===== config.mk =====
export PLATFORM = sky130hd
export DESIGN_NAME = uop_gate_seq
export DESIGN_NICKNAME = d
export VERILOG_FILES = /design/src/rtl/uop_gate_seq.sv
export SDC_FILE = /design/constraint.sdc
export NUM_CORES = 1
export LEC_CHECK = 0
export BUFFER_PORTS_ARGS = -buffer_cell sky130_fd_sc_hd__buf_2
export CORE_AREA = 5 5 67 69
export CTS_BUF_LIST = sky130_fd_sc_hd__clkbuf_16
export CTS_CLUSTER_SIZE = 16
export DETAILED_ROUTE_END_ITERATION = 6
export DIE_AREA = 0 0 72 74
export MAX_ROUTING_LAYER = met4
export PLACE_DENSITY = 0.6
export SLEW_MARGIN = 20
export SYNTH_ARGS = -nofsm -noshare
export SYNTH_HDL_FRONTEND = slang
export SYNTH_SLANG_ARGS = --single-unit

===== constraint.sdc =====
create_clock -name clk -period 4.09 [get_ports clk]
set_input_delay 0.409 -clock clk [delete_from_list [all_inputs] [get_ports clk]]
set_output_delay 0.409 -clock clk [all_outputs]
set_load 0.02 [all_outputs]

===== src/rtl/uop_gate_seq.sv =====
// Self-test sequencer for a 2-input AND/NAND gate cell: sweeps x,y through 00..11, checks z/notz, counts mismatches.
// Optional first-failure logging is enabled with `define UOP_GATE_SEQ_LOG_EN (adds fail_valid/fail_vec).
module uop_gate_seq #(
    parameter int HOLD_CYCLES = 2,
    parameter int N_PASSES    = 1,
    parameter int ERR_W       = 8
) (
    input  logic             clk,
    input  logic             reset,
    input  logic             start,
    output logic             x,
    output logic             y,
    input  logic             z,
    input  logic             notz,
    output logic             busy,
    output logic             done,
    output logic             pass,
    output logic [ERR_W-1:0] err_count
`ifdef UOP_GATE_SEQ_LOG_EN
    ,
    output logic             fail_valid,
    output logic [1:0]       fail_vec
`endif
);

    typedef enum logic [1:0] {IDLE, DRIVE, DONE} state_t;

    localparam logic [7:0]       HOLD_LAST = 8'(HOLD_CYCLES - 1);
    localparam logic [3:0]       PASS_LAST = 4'(N_PASSES - 1);
    localparam logic [ERR_W-1:0] ERR_MAX   = '1;

    state_t           state_q, state_d;
    logic [1:0]       vec_q, vec_d;
    logic [3:0]       pass_cnt_q, pass_cnt_d;
    logic [7:0]       hold_cnt_q, hold_cnt_d;
    logic             x_q, x_d, y_q, y_d;
    logic             busy_q, busy_d, done_q, done_d, pass_q, pass_d;
    logic [ERR_W-1:0] err_q, err_d, err_inc;
    logic             fv_q, fv_d;
    logic [1:0]       fvec_q, fvec_d;
    logic             sample, mismatch;
    logic [1:0]       vec_nxt;

    // A vector with both outputs wrong is still a single mismatch.
    assign mismatch = (z != (x_q & y_q)) || (notz != ~(x_q & y_q));
    assign sample   = (hold_cnt_q == HOLD_LAST);
    assign err_inc  = (mismatch && err_q != ERR_MAX) ? err_q + 1'b1 : err_q;
    assign vec_nxt  = vec_q + 2'd1;

    always_comb begin
        state_d    = state_q;
        vec_d      = vec_q;
        pass_cnt_d = pass_cnt_q;
        hold_cnt_d = hold_cnt_q;
        x_d        = x_q;
        y_d        = y_q;
        busy_d     = busy_q;
        done_d     = 1'b0;
        pass_d     = pass_q;
        err_d      = err_q;
        fv_d       = fv_q;
        fvec_d     = fvec_q;
        case (state_q)
            IDLE: begin
                x_d = 1'b0;
                y_d = 1'b0;
                if (start) begin
                    state_d    = DRIVE;
                    vec_d      = 2'd0;
                    pass_cnt_d = 4'd0;
                    hold_cnt_d = 8'd0;
                    err_d      = '0;
                    busy_d     = 1'b1;
                    pass_d     = 1'b0;
                    fv_d       = 1'b0;
                    fvec_d     = 2'd0;
                end
            end
            DRIVE: begin
                if (sample) begin
                    err_d      = err_inc;
                    hold_cnt_d = 8'd0;
                    vec_d      = vec_nxt;
                    if (mismatch && !fv_q) begin
                        fv_d   = 1'b1;
                        fvec_d = {x_q, y_q};
                    end
                    if (vec_q == 2'd3) pass_cnt_d = pass_cnt_q + 4'd1;
                    if (vec_q == 2'd3 && pass_cnt_q == PASS_LAST) begin
                        state_d = DONE;
                        busy_d  = 1'b0;
                        done_d  = 1'b1;
                        x_d     = 1'b0;
                        y_d     = 1'b0;
                        pass_d  = (err_inc == '0);
                    end else begin
                        x_d = vec_nxt[1];
                        y_d = vec_nxt[0];
                    end
                end else begin
                    hold_cnt_d = hold_cnt_q + 8'd1;
                end
            end
            DONE: begin
                state_d = IDLE;
            end
            default: state_d = IDLE;
        endcase
    end

    always_ff @(posedge clk or posedge reset) begin
        if (reset) begin
            state_q    <= IDLE;
            vec_q      <= 2'd0;
            pass_cnt_q <= 4'd0;
            hold_cnt_q <= 8'd0;
            x_q        <= 1'b0;
            y_q        <= 1'b0;
            busy_q     <= 1'b0;
            done_q     <= 1'b0;
            pass_q     <= 1'b0;
            err_q      <= '0;
            fv_q       <= 1'b0;
            fvec_q     <= 2'd0;
        end else begin
            state_q    <= state_d;
            vec_q      <= vec_d;
            pass_cnt_q <= pass_cnt_d;
            hold_cnt_q <= hold_cnt_d;
            x_q        <= x_d;
            y_q        <= y_d;
            busy_q     <= busy_d;
            done_q     <= done_d;
            pass_q     <= pass_d;
            err_q      <= err_d;
            fv_q       <= fv_d;
            fvec_q     <= fvec_d;
        end
    end

    assign x         = x_q;
    assign y         = y_q;
    assign busy      = busy_q;
    assign done      = done_q;
    assign pass      = pass_q;
    assign err_count = err_q;

`ifdef UOP_GATE_SEQ_LOG_EN
    assign fail_valid = fv_q;
    assign fail_vec   = fvec_q;
`else
    logic unused_log;
    assign unused_log = fv_q ^ fvec_q[0] ^ fvec_q[1];
`endif

endmodule


==> impl_metrics.csv, run 1 <==
group,metric,value,unit
placement,finalWeightedCongestion,0.838,
floorplanning,start_util,42.8,%
power,swShare,39.6,%
detailed_routing,routed-via-count,1383,
finish,nFillCells,385,
logic_synthesis,synth_edf_count,0,
clocking,clk_pin_slew,0.05,ns
logic_synthesis,synth.top_cell.area_share,44.0,%
power,power,1.23,mW
detailed_routing,drcViolationCount,0,
detailed_routing,top_layer,"met4",
global_route,grt_pass1_wl,6.00,mm
logic_synthesis,async_flop_share,100,%
global_route,grt_max_degree,30,
detailed_routing,m1WireLength,1.60,mm
logic_synthesis,ys_seq_area_share,44.0,%
critical_path,startpoint_type,"register",
power,power.share.clock,27.6,%
global_route,antenna_found_initial,0,
critical_path,end_kind,"register",
power,p_seq_share,36.5,%
detailed_routing,drt_wl_total,3.44,mm
logic_synthesis,yosysWarnings,0,
finish,finalNonFillerCells,252,
finish,num-nets-final,212,
logic_synthesis,yosys.area.top_type,"dfrtp_1",
clocking,cts_tree,"done",
logic_synthesis,synth_area_leaders,"dfrtp_1, o21ai_0, nand3_1, ha_1, nand2_1",
sta,drv_slew,0,
clocking,clk_latency,0.27,ns
logic_synthesis,synth_seq_cells,29,
detailed_routing,wire_per_inst,13.6,um
finish,final_cell_area,0.00190,mm2
logic_synthesis,netlist_area,0.00165,mm2
finish,area_growth,15.3,%
sta,finalCritPeriodShare,57.9,%
placement,port-buffer-count,17,
floorplanning,die-area,0.00533,mm2
global_route,track_usage,14.7,%
critical_path,worstSetupPathType,"register to register",
detailed_routing,wl_met2,1.64,mm
logic_synthesis,yosys.cell_count.top_type,"dfrtp_1",
sta,maxSlewHeadroom,56.8,%
outcome,status,"complete, no violations",
finish,antenna_cells,0,
power,cellPowerDensity,644,mW/mm2
detailed_routing,drtAntennaViolNets,0,
detailed_routing,drt_first_pass_iters,4,
clocking,cts.repair.resized,0,
sta,hold_viol,0,
logic_synthesis,synthFlopType,"dfrtp_1",
clocking,clock-sinks,29,
power,p_int,0.740,mW
clocking,clk_path_buf_depth,2,
floorplanning,die_w,72,um
clocking,cts_buffers,5,
global_route,grt_pass1_vias,1332,
sta,fin_tns_setup,0,ns
placement,dpl_cell_area,0.00176,mm2
logic_synthesis,synth_common_cells,"dfrtp_1, o21ai_0, nand2_1, nand3_1, nor2_1",
sta,fmax,422,MHz
sta,rsz0062_at_grt,"no",
sta,setup_viol,0,
power,ir_drop,0.000314,V
global_route,grt-ovfl-total,0,
power,p_leak,0.855,nW
critical_path,critPathMaxFanout,16,
placement,dp_cells,244,
sta,finClkSkew,0.00385,ns
logic_synthesis,postSynthNetCount,195,
floorplanning,die_y,74,um
detailed_routing,met3WireLength,160,um
clocking,cts.hold.buffers_added,0,
floorplanning,io_pins,18,
run,drv_cap,0,
clocking,post_cts_buffers,0,
power,combPwrFrac,35.8,%
logic_synthesis,synth.distinct_cells,36,
clocking,cts.htree.levels,2,
sta,finalCriticalPeriod,2.37,ns
critical_path,cp.required,4.26,ns
detailed_routing,initialDrtViolationCount,84,
floorplanning,rows,23,
placement,dp_hpwl,2.51,mm
clocking,cts-root-buf,"clkbuf_16",
logic_synthesis,synth.avg_cell_area,8.96,um2
logic_synthesis,syn_inst,184,
hold_path,hp-class,"input pin to asynchronous set/reset pin",
finish,drive_above_1_share,17.3,%
critical_path,worstPathArrival,2.54,ns
sta,tightest_slew,0.647,ns
detailed_routing,viasPerCell,5.49,
floorplanning,core_area,0.00386,mm2
power,p_switching,0.485,mW
placed cells by master (no fill, tap or decap), drive strengths merged, types with 3 or more instances in the layout:
cell and n:
nor2b 4, buf 17, a21oi 5, a22o 4, ha 6, a31oi 3
nand2 17, and3 4, clkbuf 5, o21ai 28, inv 11, nor3 4
dfrtp 29, o31ai 6, mux2i 4, nor2 16, xor2 4, nand3 16
nand4 4
final cells by class:
cell class | instances | area [um2] | area share (%)
clock buffer | 5 | 125 | 6.58
clock inverter | 3 | 13.8 | 0.724
inverter | 10 | 37.5 | 1.97
multi-input combinational | 138 | 852 | 44.8
sequential | 29 | 726 | 38.2
tap | 50 | 62.6 | 3.29
timing repair buffer | 17 | 85.1 | 4.47
sequential cells by signal, indices dropped and copies added (netlist names):
register	count
pass	1
hold_cnt_q	8
vec_q	2
pass_cnt_q	4
state_q	2
done	1
x	1
err_count	8
busy	1
y	1
power groups by stage:
stage,logic [mW],registers [mW],clock network [mW]
final,0.439,0.448,0.339
after global routing,0.503,0.461,0.359
after CTS,0.445,0.446,0.344
after detailed placement,0.441,0.450,0
after global placement,0.432,0.444,0
after floorplan,0.338,0.449,0
worst paths after layout:
kind / cells past startpoint / from / endpoint / slack (ns)
min reg2reg: 1 / hold_cnt_q[7] / hold_cnt_q[7] / 0.49
max: 5 / state_q[0] / pass / 1.72
max reg2reg: 5 / state_q[0] / pass / 1.72
min in group clk: 3 / start / busy / 0.46
min: 2 / reset / err_count[1] / 0.22
max in group asynchronous: 2 / reset / y / 3.47
critical path, stage by stage, from the launching register on:
cell and delay, ns:
dfrtp_1 0.54, nor2b_1 0.59, nand3_1 0.57, nor2_1 0.28
nand2_1 0.08, o31ai_1 0.21
cell families after synthesis:
family	after synthesis	share of synthesized area, %
AND/OR/NAND/NOR	74	23.1
AO/OA/AOI/OAI	50	18.7
flip-flops	29	44.0
buffers and inverters	17	4.32
adder cells (fa/ha/maj)	6	4.55
XOR/XNOR	4	2.12
multiplexers	4	3.19
metrics by stage:
step	util (%)	setup WS, ns	hold WS [ns]
detailed placement	45.7	1.78	0.477
global route	49.3	1.46	0.281
global placement	45.7	1.92	0.468
finish	49.3	1.72	0.215
CTS	49.3	1.76	0.460
floorplan	-	2.05	0.447
routing by layer:
layer  track usage (%)  up-vias
li1                  -      698
met1              17.8      657
met2              24.0       24
met3              3.24        4
met4              5.64        0
met5                 -        -
(Power assumes the default switching activity.)
==> run 2: changes to the inputs <==
- ABC_AREA: default -> 1
- CORE_AREA: 5 5 67 69 -> 5 5 69 71
- DIE_AREA: 0 0 72 74 -> 0 0 74 76
- clock period: 4.09 -> 2.2 ns (I/O delays scaled with it)
==> run 2 against run 1 <==
First-iteration DRC count shrank 24%. Clock-buffer cell count is the same. Critical endpoint is now pass_cnt_q[3]. Clock power grew 79%.
==> impl_metrics.csv, run 2 <==
group,metric,value,unit
logic_synthesis,syn_inst,228,
sta,fmax,545,MHz
finish,final_common_cell,"nand2_1",
logic_synthesis,postSynthNetCount,239,
finish,num-nets-final,262,
floorplanning,rows,24,
floorplanning,core_area,0.00417,mm2
logic_synthesis,synth.avg_cell_area,7.78,um2
logic_synthesis,yosys.area.top_type,"dfrtp_1",
finish,mostFrequentLayoutCells,"nand2_1, dfrtp_1, inv_1, nand3_1, buf_2",
sta,setup_viol,0,
finish,antenna_cells,0,
clocking,cts-root-buf,"clkbuf_16",
detailed_routing,routed-via-count,1487,
clocking,cts_buffers,5,
critical_path,critPathMaxFanout,11,
clocking,clock-sinks,29,
sta,hold_viol,0,
floorplanning,io_pins,18,
global_route,track_usage,14.2,%
logic_synthesis,synth_area_leaders,"dfrtp_1, nand2_1, inv_1, nand3_1, ha_1",
logic_synthesis,async_flop_share,100,%
detailed_routing,initialDrtViolationCount,64,
clocking,cts.repair.resized,0,
logic_synthesis,yosys.cell_count.top_type,"nand2_1",
power,ir_drop,0.000598,V
clocking,cts.htree.levels,2,
hold_path,hp-class,"input pin to asynchronous set/reset pin",
sta,maxSlewHeadroom,59.3,%
clocking,clk_latency,0.27,ns
critical_path,startpoint_type,"register",
floorplanning,start_util,42.5,%
sta,fin_tns_setup,0,ns
global_route,grt_pass1_wl,6.09,mm
clocking,post_cts_buffers,0,
floorplanning,die-area,0.00562,mm2
logic_synthesis,synthFlopType,"dfrtp_1",
sta,finClkSkew,0.00423,ns
detailed_routing,drt_first_pass_iters,4,
critical_path,end_kind,"register",
detailed_routing,drt_wl_total,3.56,mm
logic_synthesis,synth.distinct_cells,31,
detailed_routing,drtAntennaViolNets,0,
clocking,clk_pin_slew,0.05,ns
finish,final_cell_area,0.00205,mm2
clocking,cts_tree,"done",
sta,drv_slew,0,
detailed_routing,drcViolationCount,0,
clocking,clk_path_buf_depth,2,
finish,nFillCells,406,
detailed_routing,wire_per_inst,11.7,um
logic_synthesis,synth.top_cell.area_share,40.9,%
critical_path,worstSetupPathType,"register to register",
finish,area_growth,15.7,%
global_route,antenna_found_initial,0,
sta,whs,0.00524,ns
logic_synthesis,yosysWarnings,0,
finish,drive_above_1_share,20.7,%
global_route,grt_pass1_vias,1345,
placement,dpl_cell_area,0.00192,mm2
critical_path,worstPathArrival,1.99,ns
global_route,grt-ovfl-total,0,
logic_synthesis,netlist_area,0.00177,mm2
placement,finalWeightedCongestion,0.879,
floorplanning,die_w,74,um
finish,seqCellArea,726,um2
run,drv_cap,0,
power,cellPowerDensity,1220,mW/mm2
floorplanning,die_y,76,um
placement,dp_hpwl,2.78,mm
logic_synthesis,synth_common_cells,"nand2_1, dfrtp_1, inv_1",
detailed_routing,viasPerCell,4.91,
power,p_leak,1.06,nW
logic_synthesis,synth_edf_count,0,
logic_synthesis,ys_seq_area_share,40.9,%
clocking,cts.hold.buffers_added,0,
logic_synthesis,synth_seq_cells,29,
finish,multi_input_area,903,um2
sta,finalCritPeriodShare,83.4,%
sta,finalCriticalPeriod,1.83,ns
critical_path,cp.required,2.35,ns
outcome,status,"complete, no violations",
sta,rsz0062_at_grt,"no",
global_route,grt_max_degree,30,
sta,tightest_slew,0.606,ns
placement,port-buffer-count,17,
[run 2: cell types whose count changed in the layout (fill, tap and decap cells not counted), sizes merged, moves of 4 or more]
| cell | change |
|---|---|
| a22o | -4 |
| and3 | -4 |
| inv | +25 |
| mux2i | -4 |
| nand2 | +51 |
| nand3 | +5 |
| nor2b | -4 |
| o21ai | -11 |
| o22ai | +8 |
| o31ai | -5 |
[run 2: report_power, final]
part,internal (mW),total [mW],switching [mW]
Combinational,0.371,0.991,0.619
Sequential,0.716,0.910,0.194
Clock,0.401,0.608,0.207
[run 2: cell type report]
cell class	instances	area share (%)
Tap cell	52	3.17
Inverter	35	6.41
Timing Repair Buffer	18	4.51
Multi-Input combinational cell	162	44.1
Clock inverter	2	0.366
Sequential cell	29	35.4
Clock buffer	5	6.10
[run 2: worst paths after layout]
| path | start | to | slack [ns] | depth (start not counted) |
|---|---|---|---|---|
| max | hold_cnt_q[1] | pass_cnt_q[3] | 0.37 | 9 |
| min | reset | err_count[6] | 0.005 | 3 |
| max reg2reg | hold_cnt_q[1] | pass_cnt_q[3] | 0.37 | 9 |
| min reg2reg | busy | busy | 0.46 | 2 |
| max in group asynchronous | reset | busy | 1.93 | 3 |
| min in group clk | start | busy | 0.35 | 3 |
[run 2: through the flow]
stage	total power [mW]	std cells	setup slack, ns	utilization, %
after floorplan	1.66	228	0.616	-
after global placement	1.91	296	0.430	46.0
after detailed placement	1.91	296	0.370	46.0
after CTS	2.53	303	0.369	49.1
after global routing	2.71	303	0.179	49.1
final	2.51	303	0.366	49.1
[run 2: logic make-up (layout without fill, tap and decap cells)]
kind of cell	Yosys count	after routing	share of synthesized area, %
XOR/XNOR	8	8	3.95
flip-flops	29	29	40.9
adder cells (fa/ha/maj)	6	6	4.23
AND/OR/NAND/NOR	119	119	33.5
AO/OA/AOI/OAI	29	29	9.25
buffers and inverters	37	60	8.12
[run 2: per-layer routing]
| metal | vias to the layer above | share of wire [%] | GRT usage (%) | wire (um) |
|---|---|---|---|---|
| met5 | - | 0 | - | 0 |
| met4 | 0 | 1.8 | 6.34 | 65 |
| met3 | 7 | 4.2 | 3.69 | 151 |
| met2 | 22 | 46 | 20.7 | 1650 |
| met1 | 677 | 47 | 18.4 | 1690 |
| li1 | 781 | - | - | - |
[run 2: critical path: stages, from the launching register on]
cell	delay, ns
dfrtp_1	0.38
inv_1	0.08
ha_1	0.18
inv_1	0.05
nor3_1	0.17
nand3_2	0.17
nand2_1	0.33
nand2_2	0.19
nand2_1	0.10
o21ai_1	0.06
